`src/rtl/camera_config_ctrl.sv`:
```
// camera_config_ctrl: walks the OV7670 config ROM and issues SCCB writes, handling end and delay markers
module camera_config_ctrl #(
  parameter int MS_CYCLES = 25000,
  parameter int ADDR_W = 8
) (
  input  logic              i_clk,
  input  logic              i_rstn,
  input  logic              i_start,
  output logic [ADDR_W-1:0] o_rom_addr,
  input  logic [15:0]       i_rom_data,
  output logic              o_sccb_valid,
  input  logic              i_sccb_ready,
  output logic [7:0]        o_sccb_reg,
  output logic [7:0]        o_sccb_data,
  input  logic              i_sccb_done,
  input  logic              i_sccb_err,
  output logic              o_busy,
  output logic              o_done,
  output logic              o_err
);
  localparam int CNT_W = $clog2(255 * MS_CYCLES + 1);
  localparam logic [CNT_W-1:0] MS = CNT_W'(MS_CYCLES);
  localparam logic [ADDR_W-1:0] LAST = '1;
  typedef enum logic [2:0] {IDLE, FETCH, DECODE, WRITE, WAIT_DONE, DELAY, NEXT, DONE} state_t;
  state_t state, state_n;
  logic [CNT_W-1:0] cnt;
  logic marker, idle_start;
  assign marker = i_rom_data[15:8] == 8'hFF;
  assign idle_start = (state == IDLE || state == DONE) && i_start;
  assign o_busy = state != IDLE && state != DONE;
  assign o_done = state == DONE;
  always_comb begin
    state_n = state;
    case (state)
      IDLE, DONE: state_n = i_start ? FETCH : state;
      FETCH:      state_n = DECODE;
      DECODE:     state_n = !marker ? WRITE : i_rom_data[7:0] == 8'hFF ? DONE :
                            i_rom_data[7:0] == 8'h00 ? NEXT : DELAY;
      WRITE:      state_n = i_sccb_ready ? WAIT_DONE : WRITE;
      WAIT_DONE:  state_n = !i_sccb_done ? WAIT_DONE : i_sccb_err ? DONE : NEXT;
      DELAY:      state_n = cnt == '0 ? NEXT : DELAY;
      NEXT:       state_n = o_rom_addr == LAST ? DONE : FETCH;
      default:    state_n = IDLE;
    endcase
  end
  always_ff @(posedge i_clk or negedge i_rstn) begin
    if (!i_rstn) begin
      state <= IDLE;
      o_rom_addr <= '0;
      o_sccb_valid <= 1'b0;
      o_sccb_reg <= '0;
      o_sccb_data <= '0;
      o_err <= 1'b0;
      cnt <= '0;
    end else begin
      state <= state_n;
      if (idle_start) begin
        o_rom_addr <= '0;
        o_err <= 1'b0;
      end
      if (state == DECODE) cnt <= CNT_W'(i_rom_data[7:0]) * MS - CNT_W'(1);
      if (state == DECODE && !marker) begin
        o_sccb_reg <= i_rom_data[15:8];
        o_sccb_data <= i_rom_data[7:0];
        o_sccb_valid <= 1'b1;
      end
      if (state == WRITE && i_sccb_ready) o_sccb_valid <= 1'b0;
      if (state == WAIT_DONE && i_sccb_done && i_sccb_err) o_err <= 1'b1;
      if (state == DELAY && cnt != '0) cnt <= cnt - CNT_W'(1);
      if (state == NEXT && o_rom_addr != LAST) o_rom_addr <= o_rom_addr + ADDR_W'(1);
    end
  end
endmodule

```
`config.mk`:
```
export PLATFORM = sky130hd
export DESIGN_NAME = camera_config_ctrl
export DESIGN_NICKNAME = d
export VERILOG_FILES = /design/src/rtl/camera_config_ctrl.sv
export SDC_FILE = /design/constraint.sdc
export NUM_CORES = 1
export LEC_CHECK = 0
export BUFFER_PORTS_ARGS = -buffer_cell sky130_fd_sc_hd__buf_4
export CORE_ASPECT_RATIO = 0.8
export CORE_MARGIN = 3
export CORE_UTILIZATION = 54
export CTS_CLUSTER_SIZE = 20
export DETAILED_ROUTE_END_ITERATION = 8
export GPL_ROUTABILITY_DRIVEN = 0
export PLACE_DENSITY = 0.77
export SETUP_SLACK_MARGIN = 0.3
export SLEW_MARGIN = 20
export SYNTH_ARGS = -nofsm -noshare
export SYNTH_HDL_FRONTEND = slang
export SYNTH_SLANG_ARGS = --single-unit
```
`constraint.sdc`:
```
create_clock -name i_clk -period 2.25 [get_ports i_clk]
set_input_delay 0 -clock i_clk [delete_from_list [all_inputs] [get_ports i_clk]]
set_output_delay 0 -clock i_clk [all_outputs]
set_load 0.03 [all_outputs]
```
# [After elaboration in Yosys (flattened, before gate mapping)]
# Cells that the tools add are included.
[word_totals] wordCells=62 regBits=52 output_inout_bits=28 input_bits=22
[classes] muxes=18 mul=1 eq_ne=13 add_sub_neg=3 reduce_logical=20
[ops] op="23-bit two-way mux" count=2
[ops] op="23-bit by 1-bit subtractor with 23-bit output, second input constant" count=2
[ops] op="8-bit equality test, second input constant" count=3
[ops] op="23-bit zero test" count=1
[ops] op="23-bit nonzero test" count=1
[ops] op="3-bit one-hot mux with 7 select lines" count=1
[ops] op="8-bit by 12-bit multiplier with 20-bit output, second input constant" count=1
[ops] op="8-bit two-way mux" count=2
[ops] op="3-bit equality test, second input constant" count=4
[ops] op="3-bit two-way mux" count=4
[ops] op="8-bit by 1-bit adder with 8-bit output, second input constant" count=1
[ops] op="1-bit logical AND" count=8
[ops] op="8-bit zero test" count=1
[ops] op="2-bit two-way mux" count=4
[ops] op="8-bit inequality test, second input constant" count=1
[ops] op="2-bit nonzero test" count=4
[ops] op="3-bit by 2-bit equality test with 1-bit output, second input constant" count=2
[ops] op="1-bit two-way mux" count=5
[ops] op="3-bit by 1-bit equality test with 1-bit output, second input constant" count=1
[ops] op="3-bit zero test" count=1
[ops] op="3-bit inequality test, second input constant" count=1
[ops] op="3-bit nonzero test" count=1
[ops] op="2-bit inequality test, second input constant" count=1
[ops] op="2-bit OR reduction" count=1
[ops] op="other kinds (2)" count=2

# [Logic depth before layout (Yosys ltp)]
[depth] word_depth=5 depth_mapped=16 mapped_depth_nobuf=15

# [Worst setup path after synthesis]
# OpenSTA, ideal clock, no wires.
[synth_timing] path_kind="input-to-reg" startpoint="input port i_rom_data[3]" endpoint="register cnt[21]" setup_time_ns=0.137 arrival_time_ns=3.807 setup_slack_ns=-1.694 cell_stages=14 t_required_ns=2.113 path_buffers=1 cell_sequence="ha_1 > fa_1 > fa_1 > ha_1 > ha_1 > buf_6 > a21o_4 > a31o_1 > o211a_1 > or3_4 > a21o_1 > a2111oi_4 > xor2_1 > o221ai_1"
[synth_via] elab_chain_cells=4
[synth_lines] element="from (decl)" line_no="10" source="input logic [15:0] i_rom_data,"
[synth_lines] element="8-bit by 12-bit multiplier with 20-bit output" line_no="61" source="if (state == DECODE) cnt <= CNT_W'(i_rom_data[7:0]) * MS - CNT_W'(1);"
[synth_lines] element="23-bit by 1-bit subtractor with 23-bit output" line_no="61"
[synth_lines] element="23-bit two-way mux" line_no="61"
[synth_lines] element="23-bit two-way mux" line_no="69" source="if (state == DELAY && cnt != '0) cnt <= cnt - CNT_W'(1);"
[synth_lines] element="to (signal assigned)" line_no="61"
[synth_lines] element="to (signal assigned)" line_no="69"
[synth_lines] element="to (decl)" line_no="26" source="logic [CNT_W-1:0] cnt;"
# Every way passes these cells. The select of a mux whose other input is x is not followed.
# A chain may end at the register's enable or synchronous reset.

# [Worst setup path after layout]
[layout_timing] startpoint="input port i_rom_data[5]" endpoint="register cnt[22]"
# The elaborated chain is that of the path after synthesis.

==> flow_metrics.tcl <==
set metrics [dict create \
    status "complete, but fails checks" \
    violations "negative setup slack" \
    layout.area.seq_mm2 0.00130 \
    power_w 0.00961 \
    synthMuxAreaShare 0.0169 \
    worstMarginPinSlew_ns 1.08 \
    yosysTopAreaCell "dfrtp_1" \
    portBuffers 49 \
    diodes 0 \
    drive_gt1_frac 0.485 \
    overflow 0 \
    period_minus_slack_ns 3.95 \
    grt_max_degree 53 \
    yosysSeqAreaShare 0.279 \
    areaGrowthSynthToFinish_pct 57.1 \
    ys_seq_elements 52 \
    crit_path_frequent_cell "ha_1" \
    synth-xor-area-share 0.0619 \
    cp_slowest_cell "fa_1" \
    die_w_um 110 \
    final-hold-violation-count 0 \
    synthTopCellsByArea "dfrtp_1 28%, ha_1 16%, fa_1 5.1%" \
    antenna_found_initial 0 \
    fin_cells 817 \
    synthAdderAreaFrac 0.212 \
    leakage_nw 3.29 \
    synth_top_area_share 0.279 \
    post-place-ws_ns -1.76 \
    routedWlPerCell_um 27.5 \
    syn-num-nets 600 \
    largest_reg_flops 23 \
    place_inst 770 \
    clock-skew-final_ns 0.0203 \
    finalSetupViolations 25 \
    io-pin-count 50 \
    die_height_um 89.2 \
    cp-end-kind "flip-flop" \
    slowest_delay_ns 0.46 \
    yosys.area_share.simple 0.190 \
    finalMaxSlewViolations 0 \
    synthArstFlopShare 1.00 \
    viasPerCell 7.22 \
    nFillCells 287 \
    grt_pass1_wl_mm 28.8 \
    clkLatencyLatePin_ns 0.36 \
    drt-total-wl_mm 22.4 \
    h-tree-depth 2 \
    rsz0062_at_grt "true" \
    cts_buffers 5 \
    final_util 0.899 \
    yosys.cell_types.count 70 \
    arrival_ns 4.19 \
    crit_chain "buf_4 -> ha_1 -> ha_4 -> fa_1 -> ha_1 -> ha_1 -> a211oi_2 -> o21bai_2 -> and2_2 -> or3_4 -> buf_4 -> a41oi_2 -> xnor2_1 -> and4_1 -> o31ai_2" \
    cts_buffer_depth 2 \
    ant_nets 0 \
    hold_start "i_rom_data[3]" \
    cts-root-buf "clkbuf_8" \
    worst_slack_ns -1.70 \
    cts_tree "yes" \
    ys.flop_type "dfrtp_1" \
    max_slew_margin 0.275 \
    start_kind "primary input" \
    peakVddDrop_mv 0.986 \
    cap_violations 0 \
    post-route-drc-count 0 \
    start_util 0.572 \
    post-dp-hpwl_mm 11.3 \
    rows 29 \
    clkTransAtPathRegs_ns 0.10 \
    synth_compound_area_frac 0.205 \
    netlist_area_mm2 0.00467 \
    timing.rr.start "cnt[3]" \
    critical_path_class "primary input to flip-flop" \
    fin_nets 802 \
    core_mm2 0.00816 \
    critPathLaunch "i_rom_data[5]" \
    hp-class "primary input to flip-flop" \
    clock-sinks 52 \
    synth_edf_count 0 \
    synth_top_family_by_area "adder cells" \
    vias 5896 \
    crit_required_ns 2.50 \
    syn_area_per_cell_um2 9.23 \
    die-area_mm2 0.00981 \
    grt_usage 0.389 \
    top_register "cnt" \
    yosysWarnings 0 \
    grt_pass1_vias 5534 \
    tns_ns -20.69 \
    multi_input_area_mm2 0.00404 \
    layout_worst_path_cycle_share 1.75 \
    syn_inst 506 \
    yosys-top-cells-count "60 x ha_1, 52 x dfrtp_1, 46 x nand2_1" \
    synthMostInstantiatedCell "ha_1" \
    powerDensity_mw_per_mm2 1310 \
    cp_max_fo 4 \
    fmax_mhz 253 \
    drt_pass1_iterations 8 \
    drt_iter0_markers 909 \
]
## cells by family (layout without fill, tap and decap cells)
kind of cell,count (synthesis),in the layout
xor+xnor,33,33
mux,7,7
compound gates,134,134
fa+ha+maj,72,72
flops,52,52
buf+inv,32,234
simple gates,176,177
## worst max-delay path, delay by kind of cell
kind | cells | cell delay (ns)
simple gates | 3 | 0.90
buf+inv | 2 | 0.28
fa+ha+maj | 5 | 1.81
xor+xnor | 1 | 0.17
compound gates | 4 | 1.03
## power breakdown
part | internal [W] | switching (W)
logic | 0.00317 | 0.00401
clock network | 0.000230 | 0.000406
registers | 0.00133 | 0.000466
total | 0.00473 | 0.00488
## layout make-up
cell class                      count  share of cell area
Inverter                           18             0.00921
Tap cell                          108              0.0184
Clock inverter                      3             0.00375
Clock buffer                        5             0.00938
Multi-Input combinational cell    423               0.551
Timing Repair Buffer              208               0.231
Sequential cell                    52               0.177
## what timing repair did
item / 4_1_cts / 5_1_grt
gates cloned: 1 / 0
setup endpoints to repair: 28 / 38
resized for setup: 82 / 53
pin swaps: 53 / 25
hold endpoints to repair: 63 / 0
buffers inserted: 15 / 11
hold buffers: 12 / 0
## path summary, 6_finish.rpt
path / to / depth (start not counted) / slack (ns)
hold reg to reg: o_sccb_data[3] / 2 / 0.52
setup / recovery: cnt[22] / 15 / -1.70
max in group asynchronous: state[1] / 2 / 1.54
min in group asynchronous: o_sccb_valid / 2 / 0.22
hold / removal: o_sccb_data[3] / 4 / 0.1
setup reg to reg: cnt[20] / 10 / -0.60
## metrics by stage
step	hold slack (ns)	instance area (um^2)
after floorplan	-0.296	4900
after global placement	0.0733	6210
after detailed placement	0.0760	6210
after CTS	0.0720	6980
after global routing	0.115	7340
final	0.0990	7340
## routing by layer
metal	GRT usage	share of wire
met3	0.0773	0.13
met1	0.466	0.33
met2	0.647	0.44
met5	0	0
met4	0.241	0.10
## cell usage in the layout (no fill, tap or decap), types with 4 or more instances in the layout
master	synthesis	layout
a211oi_1	8	4
o21a_1	4	4
dfrtp_1	52	51
nor2_4	0	8
or3_1	5	5
fa_1	12	10
buf_4	1	174
inv_1	18	15
xor2_1	14	10
nand3_1	13	11
nand2_4	0	4
xor2_2	0	4
nor2_1	44	33
a211o_1	4	4
clkbuf_8	1	5
ha_1	60	41
xnor2_1	19	12
nand4_1	8	8
nand2_2	0	4
a221oi_2	0	4
o21ai_2	0	4
a21oi_2	0	9
dlygate4sd3_1	0	12
o21ai_0	40	29
buf_6	4	18
xnor2_2	0	5
nor3_1	22	17
a21oi_1	27	17
a31oi_1	4	4
o21ai_1	0	5
nand2_1	46	37
and3_1	5	5
mux2_2	7	7
ha_4	0	16
Note: power is estimated with default switching activity, not from simulation.
